## config.mk

```make
export PLATFORM = sky130hd
export DESIGN_NAME = disp_scheduler
export DESIGN_NICKNAME = d
export VERILOG_FILES = /design/src/rtl/disp_pkg.sv /design/src/rtl/disp_msg_slot.sv /design/src/rtl/disp_scheduler.sv
export SDC_FILE = /design/constraint.sdc
export NUM_CORES = 1
export LEC_CHECK = 0
export BUFFER_PORTS_ARGS = -buffer_cell sky130_fd_sc_hd__buf_2
export CORE_ASPECT_RATIO = 0.75
export CORE_MARGIN = 3
export CORE_UTILIZATION = 48
export CTS_BUF_LIST = sky130_fd_sc_hd__clkbuf_8
export CTS_CLUSTER_DIAMETER = 200
export CTS_CLUSTER_SIZE = 8
export DETAILED_ROUTE_END_ITERATION = 6
export HOLD_SLACK_MARGIN = 0.02
export PLACE_DENSITY = 0.73
export SYNTH_ARGS = -nofsm -noshare
export SYNTH_HDL_FRONTEND = slang
export SYNTH_HIERARCHICAL = 1
export SYNTH_SLANG_ARGS = --single-unit
```

## constraint.sdc

```tcl
create_clock -name i_clk -period 6.5 [get_ports i_clk]
set_clock_uncertainty 0.15 [all_clocks]
set_input_delay 0.975 -clock i_clk [delete_from_list [all_inputs] [get_ports i_clk]]
set_output_delay 0.975 -clock i_clk [all_outputs]
set_load 0.02 [all_outputs]
```

## src/rtl/disp_pkg.sv

```systemverilog
// disp_pkg: shared constants and types for the display scheduler.
//   BLANK_CODE : digit code with every segment off (segments active-low)
//   src_e      : display source; its encoding is driven directly on o_active
//   state_e    : scheduler FSM states
package disp_pkg;

  localparam logic [7:0] BLANK_CODE = 8'hFF;

  typedef enum logic [1:0] {
    SRC_BASE = 2'b00,
    SRC_MSG0 = 2'b01,
    SRC_MSG1 = 2'b10
  } src_e;

  typedef enum logic [1:0] {
    ST_IDLE  = 2'b00,
    ST_SHOW0 = 2'b01,
    ST_SHOW1 = 2'b10
  } state_e;

endpackage

```

## src/rtl/disp_msg_slot.sv

```systemverilog
// disp_msg_slot: capture slot for one message requester.
// A request snapshots the message, marks it pending and acks it for one
// cycle. The scheduler clears pending with i_take when it starts showing it.
//   i_clk, i_rst_n : game clock, async active-low reset
//   i_req          : request strobe, sampled every edge it is high
//   i_msg          : 32-bit digits, valid with i_req
//   i_take         : scheduler is consuming this slot on this edge
//   o_pend         : message captured and not yet shown
//   o_buf          : latest captured digits
//   o_ack          : one-cycle acknowledge following a sampled request
module disp_msg_slot
  import disp_pkg::*;
(
  input  logic        i_clk,
  input  logic        i_rst_n,
  input  logic        i_req,
  input  logic [31:0] i_msg,
  input  logic        i_take,
  output logic        o_pend,
  output logic [31:0] o_buf,
  output logic        o_ack
);

  logic        r_pend;
  logic [31:0] r_buf;
  logic        r_ack;

  // A request on the same edge as a take wins: the new message stays queued.
  always_ff @(posedge i_clk or negedge i_rst_n) begin
    if (!i_rst_n) begin
      r_pend <= 1'b0;
      r_buf  <= '0;
      r_ack  <= 1'b0;
    end else begin
      r_ack <= i_req;
      if (i_req) begin
        r_pend <= 1'b1;
        r_buf  <= i_msg;
      end else if (i_take) begin
        r_pend <= 1'b0;
      end
    end
  end

  assign o_pend = r_pend;
  assign o_buf  = r_buf;
  assign o_ack  = r_ack;

endmodule

```

## src/rtl/disp_scheduler.sv

```systemverilog
// disp_scheduler: time-shares the four-digit display between live game
// digits and two one-shot messages (req[1] high priority, req[0] low).
// Each message is held for HOLD_TICKS game ticks; msg1 blinks with a
// half-period of BLINK_TICKS.
//   i_clk, i_rst_n     : game clock (50 Hz tick), async active-low reset
//   i_base             : live digits {d3,d2,d1,d0}
//   i_req              : message requests
//   i_msg0, i_msg1     : message digits, valid with their request
//   o_ack              : per-request one-cycle acknowledge
//   o_drop             : pulses when a showing msg0 is preempted
//   o_busy             : a message is showing or pending
//   o_active           : current source (00 base, 01 msg0, 10 msg1)
//   o_disp0..o_disp3   : digits to the ssd driver
//
// state    | meaning
// ST_IDLE  | live base digits shown, waiting for a pending message
// ST_SHOW0 | latched msg0 shown steadily until hold expires or msg1 preempts
// ST_SHOW1 | latched msg1 shown blinking until hold expires
module disp_scheduler
  import disp_pkg::*;
#(
  parameter int HOLD_TICKS  = 50,
  parameter int BLINK_TICKS = 12
) (
  input  logic        i_clk,
  input  logic        i_rst_n,
  input  logic [31:0] i_base,
  input  logic [1:0]  i_req,
  input  logic [31:0] i_msg0,
  input  logic [31:0] i_msg1,
  output logic [1:0]  o_ack,
  output logic        o_drop,
  output logic        o_busy,
  output logic [1:0]  o_active,
  output logic [7:0]  o_disp0,
  output logic [7:0]  o_disp1,
  output logic [7:0]  o_disp2,
  output logic [7:0]  o_disp3
);

  localparam int HW = (HOLD_TICKS  > 1) ? $clog2(HOLD_TICKS)  : 1;
  localparam int BW = (BLINK_TICKS > 1) ? $clog2(BLINK_TICKS) : 1;
  localparam logic [HW-1:0] HOLD_LOAD  = HW'(HOLD_TICKS - 1);
  localparam logic [BW-1:0] BLINK_LOAD = BW'(BLINK_TICKS - 1);

  state_e      r_state;
  logic [HW-1:0] r_hold;
  logic [BW-1:0] r_blink;
  logic        r_phase;
  logic        r_drop;
  logic [31:0] r_shown;

  state_e      w_nxt_state;
  logic        w_enter;
  logic        w_drop;
  logic [1:0]  w_take;
  logic [1:0]  w_pend;
  logic [31:0] w_buf0;
  logic [31:0] w_buf1;
  src_e        w_src;
  logic [31:0] w_disp;

  disp_msg_slot u_slot0 (
    .i_clk   (i_clk),
    .i_rst_n (i_rst_n),
    .i_req   (i_req[0]),
    .i_msg   (i_msg0),
    .i_take  (w_take[0]),
    .o_pend  (w_pend[0]),
    .o_buf   (w_buf0),
    .o_ack   (o_ack[0])
  );

  disp_msg_slot u_slot1 (
    .i_clk   (i_clk),
    .i_rst_n (i_rst_n),
    .i_req   (i_req[1]),
    .i_msg   (i_msg1),
    .i_take  (w_take[1]),
    .o_pend  (w_pend[1]),
    .o_buf   (w_buf1),
    .o_ack   (o_ack[1])
  );

  // Next-state selection. Messages chain back-to-back with msg1 first;
  // msg1 arriving mid-msg0 cuts msg0 short (unless msg0 is on its last tick,
  // in which case it simply finished).
  always_comb begin
    w_nxt_state = r_state;
    w_enter     = 1'b0;
    w_drop      = 1'b0;
    unique case (r_state)
      ST_SHOW0: begin
        if (w_pend[1] && (r_hold != '0)) begin
          w_nxt_state = ST_SHOW1;
          w_enter     = 1'b1;
          w_drop      = 1'b1;
        end else if (r_hold == '0) begin
          if (w_pend[1]) begin
            w_nxt_state = ST_SHOW1;
            w_enter     = 1'b1;
          end else if (w_pend[0]) begin
            w_nxt_state = ST_SHOW0;
            w_enter     = 1'b1;
          end else begin
            w_nxt_state = ST_IDLE;
          end
        end
      end
      ST_SHOW1: begin
        if (r_hold == '0) begin
          if (w_pend[1]) begin
            w_nxt_state = ST_SHOW1;
            w_enter     = 1'b1;
          end else if (w_pend[0]) begin
            w_nxt_state = ST_SHOW0;
            w_enter     = 1'b1;
          end else begin
            w_nxt_state = ST_IDLE;
          end
        end
      end
      default: begin
        if (w_pend[1]) begin
          w_nxt_state = ST_SHOW1;
          w_enter     = 1'b1;
        end else if (w_pend[0]) begin
          w_nxt_state = ST_SHOW0;
          w_enter     = 1'b1;
        end else begin
          w_nxt_state = ST_IDLE;
        end
      end
    endcase
  end

  assign w_take[0] = w_enter && (w_nxt_state == ST_SHOW0);
  assign w_take[1] = w_enter && (w_nxt_state == ST_SHOW1);

  // The shown copy is latched on entry so later requests to the same slot
  // only touch the capture buffer.
  always_ff @(posedge i_clk or negedge i_rst_n) begin
    if (!i_rst_n) begin
      r_state <= ST_IDLE;
      r_hold  <= '0;
      r_blink <= '0;
      r_phase <= 1'b0;
      r_drop  <= 1'b0;
      r_shown <= '0;
    end else begin
      r_state <= w_nxt_state;
      r_drop  <= w_drop;
      if (w_enter) begin
        r_hold  <= HOLD_LOAD;
        r_blink <= BLINK_LOAD;
        r_phase <= 1'b1;
        r_shown <= (w_nxt_state == ST_SHOW1) ? w_buf1 : w_buf0;
      end else if (r_state != ST_IDLE) begin
        if (r_hold != '0) begin
          r_hold <= r_hold - HW'(1);
        end
        if (r_state == ST_SHOW1) begin
          if (r_blink == '0) begin
            r_phase <= ~r_phase;
            r_blink <= BLINK_LOAD;
          end else begin
            r_blink <= r_blink - BW'(1);
          end
        end
      end
    end
  end

  always_comb begin
    w_src  = SRC_BASE;
    w_disp = i_base;
    unique case (r_state)
      ST_SHOW0: begin
        w_src  = SRC_MSG0;
        w_disp = r_shown;
      end
      ST_SHOW1: begin
        w_src  = SRC_MSG1;
        w_disp = r_phase ? r_shown : {4{BLANK_CODE}};
      end
      default: begin
        w_src  = SRC_BASE;
        w_disp = i_base;
      end
    endcase
  end

  assign o_active = w_src;
  assign o_drop   = r_drop;
  assign o_busy   = (r_state != ST_IDLE) || (|w_pend);
  assign o_disp0  = w_disp[7:0];
  assign o_disp1  = w_disp[15:8];
  assign o_disp2  = w_disp[23:16];
  assign o_disp3  = w_disp[31:24];

endmodule

```

After elaboration in Yosys (flattened, before gate mapping)
Cells that the tools add are included.
{"block": "op_classes", "n_bitwise": 1, "n_mux": 31, "shift": 0, "n_lt_le_gt_ge": 0, "n_div": 0, "n_eq_ne": 4, "n_reduce_logical": 18, "add_sub_neg": 2, "mul": 0}
{"operator": "32-bit two-way mux", "count": 2}
{"operator": "32-bit case mux with 2 select lines", "count": 1}
{"operator": "6-bit two-way mux", "count": 3}
{"operator": "4-bit two-way mux", "count": 4}
{"operator": "1-bit two-way mux", "count": 15}
{"operator": "2-bit nonzero test", "count": 7}
{"operator": "2-bit case mux with 2 select lines", "count": 2}
{"operator": "6-bit logical NOT", "count": 1}
{"operator": "2-bit two-way mux", "count": 3}
{"operator": "6-bit nonzero test", "count": 1}
{"operator": "6-bit by 1-bit subtractor with 6-bit output (second input constant)", "count": 1}
{"operator": "2-bit by 1-bit equality test with 1-bit output (second input constant)", "count": 2}
{"operator": "2-bit equality test (second input constant)", "count": 2}
{"operator": "4-bit logical NOT", "count": 1}
{"operator": "2-bit AND reduction", "count": 2}
{"operator": "4-bit by 1-bit subtractor with 4-bit output (second input constant)", "count": 1}
{"operator": "1-bit logical AND", "count": 3}
{"operator": "3-bit AND reduction", "count": 1}
{"operator": "1-bit case mux with 2 select lines", "count": 1}
{"operator": "2-bit OR reduction", "count": 1}
{"operator": "1-bit logical OR", "count": 1}
{"operator": "1-bit NOT", "count": 1}
{"block": "word_totals", "mem_bits_rw": 0, "romBits": 0, "ff_bits": 114, "latch_bits": 0, "word_cells": 68, "mem_count": 0, "in_bits": 100}

Longest topological paths before layout
{"block": "logic_depth", "ltp_word": 9, "ltp_mapped": 11, "mapped_depth_nobuf": 9}

Cells and area by module
The synthesis kept the hierarchy.
{"mod": "disp_scheduler", "area_each_um2": 3029.2, "n_inst": 1, "cells_each": 383}
{"mod": "disp_msg_slot", "area_each_um2": 1402.6, "n_inst": 2, "cells_each": 72}

Worst setup path before layout
OpenSTA, ideal clock, no wires.
{"block": "synth_path", "kind": "register to output", "from": "reg r_state[0]", "to": "out o_disp0[1]", "required_ps": 5375, "t_arrival_ps": 1824, "stages_incl_launch_ff": 8, "setup_slack_ps": 3551, "path_cell_list": "dfrtp_1 inv_1 ha_1 or2_0 clkbuf_1 clkbuf_1 o211ai_1 o21ai_0"}
{"block": "synth_between", "elab_chain_len": 2, "word_cells_on_any_way": 3}
{"element": "from (decl)", "line": "disp_scheduler.sv:46", "rtl": "state_e r_state;"}
{"element": "from (signal assigned)", "line": "disp_scheduler.sv:151", "rtl": "r_state <= w_nxt_state;"}
{"element": "2-bit equality test / 2-bit by 1-bit equality test with 1-bit output (equally long branches)", "line": "disp_scheduler.sv:177", "rtl": "unique case (r_state)"}
{"element": "32-bit case mux with 2 select lines (*)", "line": "disp_scheduler.sv:177"}
{"element": "to (decl)", "line": "disp_scheduler.sv:35", "rtl": "output logic [7:0] o_disp0,"}
Every way passes the cells marked *; elsewhere a longest branch is shown, timed or not.

Worst setup path after layout
{"block": "layout_path", "from": "reg r_state[0]", "to": "reg u_slot1.r_pend, in the netlist u_slot1/o_pend"}
{"block": "layout_between", "elab_chain_len": 6, "word_cells_on_any_way": 9}
{"element": "2-bit two-way mux", "line": "disp_scheduler.sv:111", "rtl": "if (r_hold == '0) begin"}
{"element": "2-bit two-way mux", "line": "disp_scheduler.sv:94", "rtl": "if (w_pend[1] && (r_hold != '0)) begin"}
{"element": "2-bit case mux with 2 select lines", "line": "disp_scheduler.sv:92", "rtl": "unique case (r_state)"}
{"element": "2-bit equality test", "line": "disp_scheduler.sv:138", "rtl": "assign w_take[1] = w_enter && (w_nxt_state == ST_SHOW1);"}
{"element": "1-bit logical AND (*)", "line": "disp_scheduler.sv:138"}
{"element": "net w_take[1]", "line": "disp_scheduler.sv:56", "rtl": "logic [1:0] w_take;"}
{"element": "2-bit nonzero test (no line) (*)"}
{"element": "to (signal assigned)", "line": "disp_msg_slot.sv:31", "rtl": "r_pend <= 1'b0;"}
{"element": "to (signal assigned)", "line": "disp_msg_slot.sv:37", "rtl": "r_pend <= 1'b1;"}
{"element": "to (signal assigned)", "line": "disp_msg_slot.sv:40", "rtl": "r_pend <= 1'b0;"}
{"element": "to (decl)", "line": "disp_msg_slot.sv:24", "rtl": "logic r_pend;"}
Mark *: on every way through the listed nets, which the timed path passes. The rest lies on a longest branch.
A chain may end at the register's enable or synchronous reset.

==> impl_results.md <==
- Total power: 3.79 mW
- Layout cells sized above 1: 37.2%
- Worst vdd ir: 0.356 mV
- Synth-to-layout area growth: 17.1%
- Max-slew violations: 0
- Post-synthesis simple-gate area fraction: 6.03%
- Levels on crit path: 9
- Post-Syn Area: 0.00583 mm2
- CP Data Required Time: 6.67 ns
- Final #Nets: 748
- DP Area: 0.00644 mm2
- Avg Vias per Cell: 5.62
- Total grt overflow: 0
- CTS tree: built
- DRT Wirelength: 15,000 um
- Final setup viols: 0
- Most frequent cells in the layout: buf_2, dfrtp_1, mux2_4
- Clk Latency, worst-skew pair: 0.42 ns
- Startpoint Class: flop
- Largest net degree at the start of global routing: 71
- Worst reg2reg startpoint: r_state[0]
- Leakage: 3.25 nW
- Setup TNS: 0 ns
- Commonest non-fill, non-tap cell in the layout: buf_2
- Input/output buffers: 137
- Antenna diodes: 0
- CP top delay family: compound AO/OA/AOI/OAI gates
- Unrepaired setup endpoints after global routing: false
- GRT Overall Usage: 22.7%
- Crit path capture: u_slot1/o_pend
- Final period util: 66.4%
- Largest family of logic cells by synthesized area: compound AO/OA/AOI/OAI gates
- Met3 GRT Util: 6.55%
- Met2 usage: 35.0%
- Initial core utilization: 49.7%
- FF-to-FF path depth: 9
- Final ANT Viol Nets: 0
- Die area: 0.0135 mm2
- Final GP Congestion: 0.818
- Syn Inst Count: 527
- Worst-path clk slew: 0.07 ns
- Worst Tran Pin Value: 1.18 ns
- Clk root buf: clkbuf_8
- Post-CTS Setup Bufs: 0
- HPWL reported at the end of detailed placement: 9820 um
- H-tree depth: 4
- Die outline width: 133 um
- # clock sinks: 114
- Avg Inst Size Synth: 11.1 um2
- Share of flip-flops with an asynchronous set or reset: 100%
- Ys Warns: 6
- First-pass GRT wire length: 23,900 um
- Mux cell area share after synthesis: 16.1%
- Pwr/cell area: 554 mW/mm2
- CP endpoint kind: flop
- Vias in the first global route: 4,525
- Synth cell types: 38
- Compound-cell area share of the yosys netlist: 18.5%
- Core Footprint: 0.0117 mm2
- Minimum hold slack: 0.365 ns
- Run status: finished clean
- CTS max path bufs: 2
- Final min period: 4.32 ns
- Syn nets: 632
- Design Area, Final: 0.00683 mm2
- Initial antenna violation count: 0
- Hold Fails Final Rpt: 0
- Flop2flop setup slack: 2.18 ns
- Most Crowded Layer GR: met2
- IO Pins: 138
- Reg2reg end: u_slot1/o_pend
- Vias: 4,595
- EDFF count, synth: 0
- Initial DRC Count: 417
- CTS hold repair buffers: 0
- Sequential fraction of the synthesis area: 48.9%
- DRT Pass-1 Iters: 5
- # DRC: 0
- Drt wl/cell: 18.4 um
- Vert. Die Dim: 101 um
- Worst Path Arrival: 4.48 ns
- Post-CTS sizing: 0
- Predominant post-synthesis flop cell: dfrtp_1
- Critical path's largest stage delay: 1.10 ns
- Worst Hold Class: reg -> reg
- #FFs+latches synth: 114
- Post-Synth XOR/XNOR Area: 0.901%
- Cell mode on critical path: inv_1
- Worst Path Max Fanout: 70
- Relative max-transition margin: 21.6%
- Critical path startpoint: r_state[0]
- CP Cell Sequence: inv_1 > ha_2 > nor3b_1 > a41o_1 > a41oi_4 > inv_2 > nor3_1 > inv_1 > a21o_1
- Fin util: 58.2%
- Max-cap viol count: 0
- CP bufs+invs: 3
- Adder-cell share of the synthesized area: 1.07%
- Slowest cell on the critical path: ha_2
- Critical setup path kind: reg -> reg
- GRT met1 Usage: 32.2%
- Fmax: 232 MHz
- FP Rows: 34
- CTS buffer count: 17
-- through the flow --
step	cells	setup slack (ns)
2_1_floorplan	527	3.55
3_3_place_gp	786	2.49
3_5_place_dp	786	2.29
4_1_cts	818	2.28
5_1_grt	818	1.85
6_report	818	2.18
-- cells in the mapped netlist (6+ instances only) --
library cell | n | area share, %
nand2_1 | 12 | 0.77
a21oi_1 | 35 | 3.0
clkbuf_1 | 19 | 1.2
mux2_4 | 58 | 15
dfrtp_1 | 114 | 49
o21ai_1 | 12 | 1.0
nor2_1 | 42 | 2.7
a31oi_1 | 32 | 3.4
buf_2 | 9 | 0.77
inv_1 | 41 | 2.6
mux2_2 | 6 | 1.2
buf_6 | 9 | 1.7
buf_12 | 6 | 2.1
o211ai_1 | 33 | 4.2
o21ai_0 | 54 | 4.6
-- worst min path at each step --
stage                            from                end  depth (start not counted)
floorplan           u_slot0/o_buf[29]  u_slot0/o_buf[29]                          1
global placement    u_slot0/o_buf[31]  u_slot0/o_buf[31]                          1
detailed placement   u_slot0/o_buf[8]   u_slot0/o_buf[8]                          1
CTS                 u_slot0/o_buf[29]  u_slot0/o_buf[29]                          1
global route         u_slot1/o_buf[9]   u_slot1/o_buf[9]                          1
finish              u_slot1/o_buf[31]  u_slot1/o_buf[31]                          1
-- registers in the layout, indices dropped and copies added, names as in the netlist, 2 cells and up --
| name | cells |
|---|---|
| u_slot1/o_buf | 32 |
| r_shown | 32 |
| r_state | 2 |
| r_blink | 4 |
| u_slot0/o_buf | 32 |
| r_hold | 6 |
-- power by group --
part	internal [mW]	switching [mW]	leakage, nW
Sequential	0.907	0.122	1.31
Clock	0.364	0.283	0.200
Combinational	0.690	1.42	1.73
-- final cells by class --
class	count	area, um2
inverter	43	161
tap	162	203
fill	1014	4910
multi-input combinational	327	2510
sequential	114	2850
timing repair buffer	140	711
clock buffer	20	275
clock inverter	12	116
-- metal layers --
metal	part of all wire, %	up-vias
met2	47	203
met1	46	2285
met4	0.41	0
met3	7.2	9
met5	0	-
li1	-	2098
-- cell families after synthesis --
logic type               after synthesis
flip-flops                           114
adder cells (fa/ha/maj)                5
AO/OA/AOI/OAI                        177
buffers and inverters                 86
multiplexers                          64
XOR/XNOR                               6
AND/OR/NAND/NOR                       75
No activity file was read; power rests on OpenSTA's default activity.
